**src/rtl/obj_pkg.sv**
```systemverilog
// Shared types for the draw <-> storage object conversion paths.
// Field layouts here are also used by the draw-to-storage converter.
package obj_pkg;

    localparam int COORD_W = 10;
    localparam int PARAM_W = 36;
    localparam int VEL_W   = 16;
    localparam int RAW_W   = 12;
    localparam int NUM_COORDS = 8;

    // Bit offsets inside params_in and the draw descriptor
    localparam int PARAM_A_LSB   = 10;
    localparam int PARAM_B_LSB   = 0;
    localparam int PARAM_USED_W  = 20;
    localparam int DRAW_STAT_BIT = 82;
    localparam int DRAW_ID_LSB   = 80;
    localparam int DRAW_P1X_LSB  = 70;
    localparam int DRAW_P4Y_LSB  = 0;

    typedef enum logic [1:0] {
        OBJ_NONE   = 2'b00,
        OBJ_CIRCLE = 2'b01,
        OBJ_LINE   = 2'b10,
        OBJ_RECT   = 2'b11
    } obj_id_t;

    typedef enum logic [1:0] {
        ST_IDLE,
        ST_CALC,
        ST_CLAMP,
        ST_OUT
    } conv_state_t;

    typedef struct packed {
        logic                 is_static;
        obj_id_t              id;
        logic [PARAM_W-1:0]   params;
        logic [COORD_W-1:0]   pos_x;
        logic [COORD_W-1:0]   pos_y;
        logic [VEL_W-1:0]     vel_x;
        logic [VEL_W-1:0]     vel_y;
    } storage_obj_t;

    typedef struct packed {
        logic                 is_static;
        obj_id_t              id;
        logic [COORD_W-1:0]   p1x;
        logic [COORD_W-1:0]   p1y;
        logic [COORD_W-1:0]   p2x;
        logic [COORD_W-1:0]   p2y;
        logic [COORD_W-1:0]   p3x;
        logic [COORD_W-1:0]   p3y;
        logic [COORD_W-1:0]   p4x;
        logic [COORD_W-1:0]   p4y;
    } draw_obj_t;

    // Unsigned screen value into the signed working width
    function automatic logic signed [RAW_W-1:0] widen(input logic [COORD_W-1:0] v);
        return {{(RAW_W-COORD_W){1'b0}}, v};
    endfunction

endpackage

```
**src/rtl/coord_clamp.sv**
```systemverilog
// Clamps one signed working coordinate onto the visible screen range [0, LIMIT-1].
module coord_clamp
    import obj_pkg::*;
#(
    parameter int LIMIT = 640
) (
    input  logic signed [RAW_W-1:0]   coord_i,
    output logic        [COORD_W-1:0] coord_o,
    output logic                      clipped_o
);

    localparam logic signed [RAW_W-1:0] MAX_VAL = RAW_W'(LIMIT - 1);

    always_comb begin
        coord_o   = coord_i[COORD_W-1:0];
        clipped_o = 1'b0;
        if (coord_i[RAW_W-1]) begin
            coord_o   = '0;
            clipped_o = 1'b1;
        end else if (coord_i > MAX_VAL) begin
            coord_o   = MAX_VAL[COORD_W-1:0];
            clipped_o = 1'b1;
        end
    end

endmodule

```
**src/rtl/storage_to_draw_conversion.sv**
```systemverilog
// Rebuilds the four-point draw descriptor from a stored physics object record.
// Pipeline: IDLE (accept) -> CALC (raw coords) -> CLAMP (screen clamp) -> OUT (hold).
module storage_to_draw_conversion
    import obj_pkg::*;
#(
    parameter int SCREEN_W = 640,
    parameter int SCREEN_H = 480
) (
    input  logic                 clk_in,
    input  logic                 rst_in,
    input  logic                 obj_valid_in,
    output logic                 obj_ready_out,
    input  logic                 is_static_in,
    input  logic [1:0]           id_bits_in,
    input  logic [PARAM_W-1:0]   params_in,
    input  logic [COORD_W-1:0]   pos_x_in,
    input  logic [COORD_W-1:0]   pos_y_in,
    input  logic [VEL_W-1:0]     vel_x_in,
    input  logic [VEL_W-1:0]     vel_y_in,
    output logic                 draw_valid_out,
    input  logic                 draw_ready_in,
    output logic [82:0]          draw_props_out,
    output logic                 clipped_out,
    output logic                 unknown_id_out
);

    conv_state_t state_q, state_d;
    storage_obj_t objIn, obj_q;

    logic [NUM_COORDS-1:0][RAW_W-1:0]   rawCoord_d, rawCoord_q;
    logic [NUM_COORDS-1:0]              clampEn_d, clampEn_q;
    logic [NUM_COORDS-1:0][COORD_W-1:0] clampVal, finalCoord;
    logic [NUM_COORDS-1:0]              clampHit;

    draw_obj_t drawNext, drawProps_q;
    logic      drawValid_q, clipped_q, unknown_q;
    logic      accept;
    logic signed [RAW_W-1:0] px, py, pa, pb;
    logic      unusedStorageBits;

    assign objIn = {is_static_in, id_bits_in, params_in, pos_x_in, pos_y_in, vel_x_in, vel_y_in};
    assign unusedStorageBits = ^{obj_q.vel_x, obj_q.vel_y, obj_q.params[PARAM_W-1:PARAM_USED_W]};

    assign obj_ready_out = (state_q == ST_IDLE) && !rst_in;
    assign accept        = obj_valid_in && obj_ready_out;

    assign px = widen(obj_q.pos_x);
    assign py = widen(obj_q.pos_y);
    assign pa = widen(obj_q.params[PARAM_A_LSB +: COORD_W]);
    assign pb = widen(obj_q.params[PARAM_B_LSB +: COORD_W]);

    always_comb begin
        state_d = state_q;
        case (state_q)
            ST_IDLE:  if (obj_valid_in) state_d = ST_CALC;
            ST_CALC:  state_d = ST_CLAMP;
            ST_CLAMP: state_d = ST_OUT;
            ST_OUT:   if (draw_ready_in) state_d = ST_IDLE;
            default:  state_d = ST_IDLE;
        endcase
    end

    // Index order p1x,p1y,p2x,p2y,p3x,p3y,p4x,p4y; clampEn marks clamped slots
    always_comb begin
        rawCoord_d = '0;
        clampEn_d  = '0;
        case (obj_q.id)
            OBJ_CIRCLE: begin
                rawCoord_d[0] = px - pb;
                rawCoord_d[1] = py - pb;
                rawCoord_d[2] = px + pb;
                rawCoord_d[3] = py + pb;
                rawCoord_d[4] = px;
                rawCoord_d[5] = py;
                rawCoord_d[6] = pb;
                clampEn_d     = 8'b0000_1111;
            end
            OBJ_LINE: begin
                rawCoord_d[0] = px;
                rawCoord_d[1] = py;
                rawCoord_d[2] = pa;
                rawCoord_d[3] = pb;
                clampEn_d     = 8'b0000_1100;
            end
            OBJ_RECT: begin
                rawCoord_d[0] = px;
                rawCoord_d[1] = py;
                rawCoord_d[2] = px + pa;
                rawCoord_d[3] = py;
                rawCoord_d[4] = px + pa;
                rawCoord_d[5] = py + pb;
                rawCoord_d[6] = px;
                rawCoord_d[7] = py + pb;
                clampEn_d     = 8'hFF;
            end
            default: ;
        endcase
    end

    for (genvar gi = 0; gi < NUM_COORDS; gi++) begin : g_clamp
        coord_clamp #(
            .LIMIT((gi % 2 == 0) ? SCREEN_W : SCREEN_H)
        ) u_clamp (
            .coord_i  (rawCoord_q[gi]),
            .coord_o  (clampVal[gi]),
            .clipped_o(clampHit[gi])
        );
        assign finalCoord[gi] = clampEn_q[gi] ? clampVal[gi] : rawCoord_q[gi][COORD_W-1:0];
    end

    always_comb begin
        drawNext.is_static = obj_q.is_static;
        drawNext.id        = obj_q.id;
        drawNext.p1x       = finalCoord[0];
        drawNext.p1y       = finalCoord[1];
        drawNext.p2x       = finalCoord[2];
        drawNext.p2y       = finalCoord[3];
        drawNext.p3x       = finalCoord[4];
        drawNext.p3y       = finalCoord[5];
        drawNext.p4x       = finalCoord[6];
        drawNext.p4y       = finalCoord[7];
    end

    always_ff @(posedge clk_in) begin
        if (rst_in) begin
            state_q     <= ST_IDLE;
            obj_q       <= '0;
            rawCoord_q  <= '0;
            clampEn_q   <= '0;
            drawProps_q <= '0;
            drawValid_q <= 1'b0;
            clipped_q   <= 1'b0;
            unknown_q   <= 1'b0;
        end else begin
            state_q <= state_d;
            if (accept) begin
                obj_q <= objIn;
            end
            if (state_q == ST_CALC) begin
                rawCoord_q <= rawCoord_d;
                clampEn_q  <= clampEn_d;
            end
            // Outputs only change here, so they stay frozen while OUT stalls
            if (state_q == ST_CLAMP) begin
                drawProps_q <= drawNext;
                clipped_q   <= |(clampEn_q & clampHit);
                unknown_q   <= (obj_q.id == OBJ_NONE);
                drawValid_q <= 1'b1;
            end
            if (state_q == ST_OUT && draw_ready_in) begin
                drawValid_q <= 1'b0;
            end
        end
    end

    assign draw_props_out = drawProps_q;
    assign draw_valid_out = drawValid_q;
    assign clipped_out    = clipped_q;
    assign unknown_id_out = unknown_q;

endmodule
```
**config.mk**
```make
export PLATFORM = sky130hd
export DESIGN_NAME = storage_to_draw_conversion
export DESIGN_NICKNAME = d
export VERILOG_FILES = /design/src/rtl/obj_pkg.sv /design/src/rtl/coord_clamp.sv /design/src/rtl/storage_to_draw_conversion.sv
export SDC_FILE = /design/constraint.sdc
export NUM_CORES = 1
export LEC_CHECK = 0
export CAP_MARGIN = 0
export CORE_ASPECT_RATIO = 1.75
export CORE_UTILIZATION = 38
export DETAILED_ROUTE_END_ITERATION = 7
export DONT_BUFFER_PORTS = 1
export PLACE_DENSITY_LB_ADDON = 0.15
export SYNTH_ARGS = -nofsm -noshare
export SYNTH_HDL_FRONTEND = slang
export SYNTH_SLANG_ARGS = --single-unit
export TNS_END_PERCENT = 5
```
**constraint.sdc**
```tcl
create_clock -name clk_in -period 3.1 [get_ports clk_in]
set_input_delay 0.465 -clock clk_in [delete_from_list [all_inputs] [get_ports clk_in]]
set_output_delay 0.465 -clock clk_in [all_outputs]
set_load 0.01 [all_outputs]
```
# Word level (Yosys, flattened, before mapping)
# Cells that the tools add are included.
[word_totals]
out_inout_bits = 87
input_bits = 95
wordCells = 106
register_bits = 235
[op_classes]
n_eq_ne = 8
addsub = 5
muxes = 47
n_lt_le_gt_ge = 8
reduce_logical = 9
n_bitwise = 1
[op_table]
columns = ["operator", "count"]
rows = [
  ["$mux W10", 24],
  ["$pmux W47 S3", 1],
  ["$pmux W34 S2", 1],
  ["$gt A12 B10 Y1 const B", 4],
  ["$gt A12 B11 Y1 const B", 4],
  ["$add A10 B10 Y11", 3],
  ["$pmux W8 S3", 1],
  ["$sub A10 B10 Y11", 2],
  ["$mux W1", 16],
  ["$mux W11", 1],
  ["$and A8 B8 Y8", 1],
  ["$eq A2 B2 Y1 const B", 4],
  ["$pmux W2 S4", 1],
  ["$reduce_or A8 Y1", 1],
  ["$eq A2 B1 Y1 const B", 2],
  ["$logic_not A2 Y1", 2],
  ["$mux W2", 2],
  ["$ne A2 B2 Y1 const B", 2],
  ["$logic_and A1 B1 Y1", 3],
  ["$reduce_and A2 Y1", 1],
  ["$reduce_or A2 Y1", 1],
  ["$logic_not A1 Y1", 1],
]

# Longest topological paths before layout
# Gate-level depths: netlist (run 1).
[depth]
word_depth = 5
mapped_depth = 10
mapped_depth_nobuf = 10

# Modules after synthesis
# Synthesis (run 1) repeated with hierarchy kept, for this count alone.
[hier_totals]
hier_cells = 1511
area_unflattened_um2 = 12419.4
[modules_own_cells]
columns = ["module", "area_each_um2", "instances", "seq_area_each_um2", "cells_each"]
rows = [
  ["storage_to_draw_conversion", 11283.3, 1, 4424.2, 1315],
  ["coord_clamp (g_clamp[1].u_clamp ...)", 157.7, 4, 0.0, 25],
  ["coord_clamp (g_clamp[0].u_clamp ...)", 126.4, 4, 0.0, 24],
]

# Worst setup path before layout (run 1)
# Ideal clock, no wire load.
[synth_timing]
path_type = "reg2reg"
from = "register obj_q[42] (netlist bit)"
to = "register rawCoord_q[8] (netlist bit)"
required_ns = 2.973
setup_slack_ns = 0.850
stages_incl_launch_ff = 10
path_buffers = 0
arrival_ns = 2.122
path_cell_list = "dfxtp_1 > inv_1 > ha_1 > fa_1 > and2b_1 > o21ai_2 > a211oi_2 > o211ai_2 > nand4bb_1 > or3b_1"
[synth_between]
elab_chain_cells = 2
[synth_lines]
columns = ["item", "line_no", "text"]
rows = [
  ["start: declaration", "storage_to_draw_conversion.sv:28", "storage_obj_t objIn, obj_q;"],
  ["start signal: assignment", "storage_to_draw_conversion.sv:137", "obj_q <= objIn;"],
  ["$sub A10 B10 Y11", "storage_to_draw_conversion.sv:69", "rawCoord_d[0] = px - pb;"],
  ["$pmux W47 S3", "storage_to_draw_conversion.sv:67", "case (obj_q.id)"],
  ["end signal: assignment", "storage_to_draw_conversion.sv:140", "rawCoord_q <= rawCoord_d;"],
  ["end: declaration", "storage_to_draw_conversion.sv:30", "logic [NUM_COORDS-1:0][RAW_W-1:0] rawCoord_d, rawCoord_q;"],
]
# No other way between the ends.
# A chain may end at the register's enable or synchronous reset.

# Worst setup path after layout (run 1)
[layout_timing]
from = "register obj_q[54] (netlist bit)"
to = "register rawCoord_q[43] (netlist bit)"
[layout_between]
elab_chain_cells = 2
[layout_lines]
columns = ["item", "line_no", "text"]
rows = [
  ["$add A10 B10 Y11", "storage_to_draw_conversion.sv:72", "rawCoord_d[3] = py + pb;"],
  ["$pmux W47 S3", "storage_to_draw_conversion.sv:67", ""],
]
# No other way between the ends.

==> key figures, run 1 <==
Status
  • Status: complete, no violations

Floorplan
  • Die area: 0.0297 mm^2
  • # rows: 82
  • Die height: 227 um
  • Initial Util: 0.386
  • Core Footprint: 0.0285 mm^2
  • Die width: 131 um
  • Ports: 182

Timing
  • Clock Skews: 0.0153 ns
  • Final Slew Violations: 0
  • Endpoints failing setup: 0
  • RSZ-0062 raised after global routing: no
  • Highest clock rate: 369 MHz
  • Least-Margin Pin Slew: 0.871 ns
  • Setup ws final: 0.391 ns
  • Setup_tns: 0 ns
  • Tmin final: 2.71 ns
  • Max_slew headroom: 0.418
  • Final Hold Fails: 0
  • Tcrit/Tclk final: 0.874

Pwr
  • Pint: 6.38 mW
  • Share of total power in sequential cells: 0.384
  • Net Switching: 4.38 mW
  • Cell Pwr Density: 878 mW/mm^2
  • IR drop worst, VDD: 0.611 mV
  • Static leakage: 4.55 nW
  • Comb pwr share: 0.353
  • Total Power: 10.8 mW
  • Clk pwr share: 0.262
  • Switching part of the total power: 0.407

Clock tree
  • Clk_lat worst skew: 0.54 ns
  • Hold-fix buffers at CTS: 3
  • CTS sink cnt: 221
  • Clock Path Buffers: 3
  • Post-CTS Resized: 0
  • Htree depth: 1
  • Setup repair bufs after CTS: 0
  • CTS tree: done
  • Clock root cell: clkbuf_16
  • CTS Buf Count: 23
  • CTS clk-pin slew, worst paths: 0.06 ns

Detailed routing
  • # DRC: 0
  • 1st-pass router iterations: 5
  • Routed vias: 9642
  • Vias/cell: 5.58
  • Antenna viol nets, final: 0
  • Total Routed Length: 38600 um
  • WL/cell: 22.3 um
  • DR iter-0 viols: 668

Setup path
  • Crit path DAT: 3.12 ns
  • Worst setup EP type: flop
  • Crit-path max FO: 6
  • Startpoint types: flop
  • Reg2reg setup slack: 0.39 ns
  • Critical path class: reg -> reg
  • Required time of the critical path: 3.52 ns

Logic synthesis
  • Top FF cell, synth: dfxtp_1
  • Syn_nets: 1507
  • Ys async rst share: 0
  • Synth top area share: 0.402
  • Synthesized flop and latch total: 221
  • Netlist cell types: 75
  • Syn. warnings: 0
  • Post-synth EDFFs: 0
  • Cell taking the most area after synthesis: dfxtp_1
  • Cell count after synthesis: 1352
  • Cell Area, Synth: 0.0110 mm^2
  • Sequential element share of the synthesized area: 0.402
  • Dominant cells by area after synthesis: dfxtp_1 (40%), nor2_1 (6.7%), ha_1 (6.3%), nand2_1 (4.8%), o21ai_0 (4.7%)
  • Mapped Avg Cell Area: 8.14 um^2

Global route
  • Gr usage total: 0.261
  • Vias in the first global route: 9254
  • Total grt overflow: 0
  • First-pass GRT wire length: 57200 um
  • Initial antenna violation count: 0
  • Largest net degree at the start of global routing: 132

Placement
  • Pre-CTS setup slack: 0.411 ns
  • IO buf count: 0
  • GPL Wtd Cong: 0.944
  • Hpwl dp: 28500 um

Finish
  • Layout net count: 1488
  • Highest-count cells in the layout ignoring fill and taps: dfxtp_1 (221), nor2_1 (196), nand2_1 (140), o21ai_0 (103), a21oi_1 (86)
  • Area growth syn-to-layout: 11.3%
  • Diode count: 0
  • Layout cell share with drive strength beyond 1: 0.0793
  • Commonest non-fill, non-tap cell in the layout: dfxtp_1

Worst hold path
  • Hold Path Class: in -> reg

Run
  • Max-Cap Viols: 0
registers in the layout (all words and copies together), names as in the netlist:
register	flops
clampEn_q	3
drawNext	3
obj_q	40
draw_props_out	83
unknown_id_out	1
rawCoord_q	87
draw_valid_out	1
state_q	2
clipped_out	1
final cells by class:
| type | count | area (um^2) |
|---|---|---|
| well taps | 378 | 473 |
| clock buffers | 32 | 669 |
| fillers | 2991 | 16300 |
| flip-flops and latches | 221 | 4420 |
| repair buffers | 42 | 360 |
| multi-input cells | 989 | 6010 |
| clock inverters | 10 | 97.6 |
| inverters | 56 | 210 |
logic make-up after synthesis:
logic type | synth area share
flops | 0.402
fa+ha+maj | 0.0716
mux | 0.0159
buf+inv | 0.0534
xor+xnor | 0.0135
simple gates | 0.200
compound gates | 0.244
worst max-delay path: stages (launching register included):
cell and delay [ns]:
dfxtp_1 0.52, inv_1 0.25, ha_1 0.52, a21oi_1 0.12, o31ai_1 0.54, a21oi_1 0.21
mux2i_1 0.32, a21oi_1 0.11
through the flow:
stage                util  area (um^2)  std cells  hold WS (ns)
global placement    0.401        11400       1682         0.451
floorplan               -        11000       1352         0.426
finish              0.429        12200       1728        0.0125
detailed placement  0.401        11400       1682         0.452
CTS                 0.429        12200       1727      0.000364
global route        0.429        12200       1728      0.000621
cell usage after synthesis (all sizes together), types with 13 or more instances:
master and n:
dfxtp 221, nor2 196, nand2 140, o21ai 105
a21oi 88, clkbuf 65, a211oi 64, ha 55
inv 55, nor3 42, nand2b 38, a22oi 21
buf 21, nand3 21, o31ai 20, mux2i 13
xnor2 13
final timing paths:
kind	start	endpoint	cells past startpoint
worst min register to register	rawCoord_q[60]$_SDFFE_PP0N_	rawCoord_q[60]$_SDFFE_PP0N_	2
worst min-delay path	rst_in	draw_props_out[3]$_SDFFE_PP0P_	1
worst max-delay path	obj_q[54]$_SDFFE_PP0P_	rawCoord_q[43]$_SDFFE_PP0N_	7
worst max register to register	obj_q[54]$_SDFFE_PP0P_	rawCoord_q[43]$_SDFFE_PP0N_	7
layer usage:
layer | vias to the layer above | GRT usage | wire length, um
met5 | - | 0 | 0
met4 | 0 | 0.165 | 2490
met3 | 107 | 0.0320 | 1660
met2 | 267 | 0.440 | 18600
met1 | 4499 | 0.310 | 15900
li1 | 4769 | - | -
power groups by stage:
stage	registers [mW]	logic (mW)	clock network, mW
3_3_place_gp	4.19	3.73	0
4_1_cts	4.13	3.79	2.88
2_1_floorplan	3.93	2.72	0
3_5_place_dp	4.20	3.75	0
6_report	4.14	3.80	2.82
5_1_grt	4.21	4.19	3.01
No activity file was read; power rests on OpenSTA's default activity.
==> inputs of run 2 (changes only) <==
--- a/config.mk
+++ b/config.mk
@@ -10,6 +10,7 @@
 export CORE_UTILIZATION = 38
 export DETAILED_ROUTE_END_ITERATION = 7
 export DONT_BUFFER_PORTS = 1
+export GPL_TIMING_DRIVEN = 0
 export PLACE_DENSITY_LB_ADDON = 0.15
 export SYNTH_ARGS = -nofsm -noshare
 export SYNTH_HDL_FRONTEND = slang
==> key figures, run 2 (same netlist as run 1, synthesis figures left out) <==
Status
  • Status: complete, no violations

Setup path
  • Reg2reg start: obj_q[42]$_SDFFE_PP0P_
  • Register-to-Register Path Depth: 7
  • Critical path class: reg -> reg
  • Crit path launch: obj_q[42]$_SDFFE_PP0P_
  • Startpoint types: flop
  • Required time of the critical path: 3.56 ns
  • Worst setup EP type: flop
  • Crit path DAT: 3.43 ns
  • Crit-path max FO: 5

Clock tree
  • Htree depth: 1
  • Setup repair bufs after CTS: 0
  • Clk_lat worst skew: 0.53 ns
  • CTS clk-pin slew, worst paths: 0.06 ns
  • Clock root cell: clkbuf_16
  • CTS tree: done
  • CTS Buf Count: 23
  • Clock Path Buffers: 3
  • CTS sink cnt: 221

Timing
  • Least-Margin Pin Slew: 1.30 ns
  • Highest clock rate: 337 MHz
  • Setup ws final: 0.132 ns
  • Max_slew headroom: 0.125
  • Tcrit/Tclk final: 0.957
  • Tmin final: 2.97 ns
  • Final Slew Violations: 0
  • RSZ-0062 raised after global routing: no
  • Clock Skews: 0.00854 ns
  • Final Hold Fails: 0
  • Endpoints failing setup: 0

Detailed routing
  • # DRC: 0
  • WL/cell: 25.8 um
  • DR iter-0 viols: 773
  • Total Routed Length: 45700 um
  • 1st-pass router iterations: 7
  • Vias/cell: 5.80
  • Antenna viol nets, final: 0
  • Routed vias: 10300

Finish
  • Max reg flops: 87
  • Layout net count: 1532
  • Layout cell share with drive strength beyond 1: 0.0568
  • Final non-filler cell total: 1769
  • Highest-count cells in the layout ignoring fill and taps: dfxtp_1 (221), nor2_1 (196), nand2_1 (140), o21ai_0 (103), a21oi_1 (86)
  • Final Instance Area: 0.0122 mm^2
  • Commonest non-fill, non-tap cell in the layout: dfxtp_1
  • Area growth syn-to-layout: 11.3%
  • Diode count: 0
  • Biggest register: rawCoord_q
  • Core Util, Final: 0.429

Worst hold path
  • Hold Path Class: in -> reg
  • Hold path depth: 1
  • Min-delay src: draw_ready_in

Global route
  • Gr usage total: 0.308
  • Met2 Resource Use GR: 0.562
  • Met3 Track Usage GR: 0.0423
  • Largest net degree at the start of global routing: 15
  • M1 GR Usage: 0.339
  • Initial antenna violation count: 0
  • First-pass GRT wire length: 65800 um
  • Grt peak-use layer: met2
  • Total grt overflow: 0
  • Vias in the first global route: 9970

Floorplan
  • Ports: 182
  • Die height: 227 um
  • Core Footprint: 0.0285 mm^2
  • Die area: 0.0297 mm^2
  • Die width: 131 um
  • Initial Util: 0.386
  • # rows: 82

Pwr
  • Cell Pwr Density: 909 mW/mm^2
  • IR drop worst, VDD: 0.403 mV
  • Net Switching: 4.74 mW
  • Pint: 6.40 mW
  • Clk pwr share: 0.256
  • Switching part of the total power: 0.426
  • Comb pwr share: 0.365
  • Static leakage: 4.50 nW
  • Share of total power in sequential cells: 0.378

Run
  • Max-Cap Viols: 0

Placement
  • IO buf count: 0
  • Hpwl dp: 36600 um
  • GPL Wtd Cong: 0.983
  • Placed cell count: 1730
  • Placed inst area: 0.0115 mm^2
  • Pre-CTS setup slack: 0.00549 ns
-- run 2: metal layers --
metal | up-vias | routed length (um)
met5 | - | 0
met1 | 4882 | 17100
met2 | 415 | 23400
li1 | 4846 | -
met4 | 0 | 2580
met3 | 120 | 2610
-- run 2: final cells by class --
| type | count | area [um^2] |
|---|---|---|
| Buffer | 86 | 378 |
| Fill cell | 3031 | 16300 |
| Sequential cell | 221 | 4420 |
| Inverter | 56 | 210 |
| Multi-Input combinational cell | 989 | 6010 |
| Clock inverter | 7 | 98.8 |
| Clock buffer | 32 | 659 |
| Tap cell | 378 | 473 |
-- run 2: through the flow --
| step | TNS (ns) | hold slack, ns | power (mW) |
|---|---|---|---|
| detailed placement | 0 | 0.453 | 8.26 |
| CTS | 0 | 0.0225 | 11.1 |
| finish | 0 | 0.0341 | 11.1 |
| global placement | -0.0804 | 0.448 | 8.25 |
| floorplan | 0 | 0.426 | 6.66 |
| global route | 0 | 0.0408 | 11.7 |
-- run 2: critical path, cell delays in order, from the launching register on --
cell	delay [ns]
dfxtp_1	0.53
inv_1	0.15
ha_1	0.25
fa_1	0.39
and2b_2	0.20
o311ai_0	1.04
o21ai_0	0.21
nor2_1	0.13
-- run 2: path summary, 6_finish.rpt --
kind	slack (ns)	end
setup / recovery	0.13	rawCoord_q[2]$_SDFFE_PP0N_
setup reg to reg	0.13	rawCoord_q[2]$_SDFFE_PP0N_
hold / removal	0.03	draw_valid_out$_SDFFE_PP0P_
hold reg to reg	0.46	rawCoord_q[29]$_SDFFE_PP0N_
-- run 2: timing repair --
action | in CTS | in global routing
endpoints found under the setup margin | 3 | 3
hold buffers | 0 | 0
gates resized for setup | 2 | 2
-- run 2: power groups by stage --
stage / clock network [mW] / registers (mW) / logic (mW)
6_report: 2.85 / 4.21 / 4.07
5_1_grt: 2.99 / 4.27 / 4.40
4_1_cts: 2.89 / 4.20 / 4.02
3_5_place_dp: 0 / 4.26 / 4.00
3_3_place_gp: 0 / 4.26 / 3.99
2_1_floorplan: 0 / 3.93 / 2.72
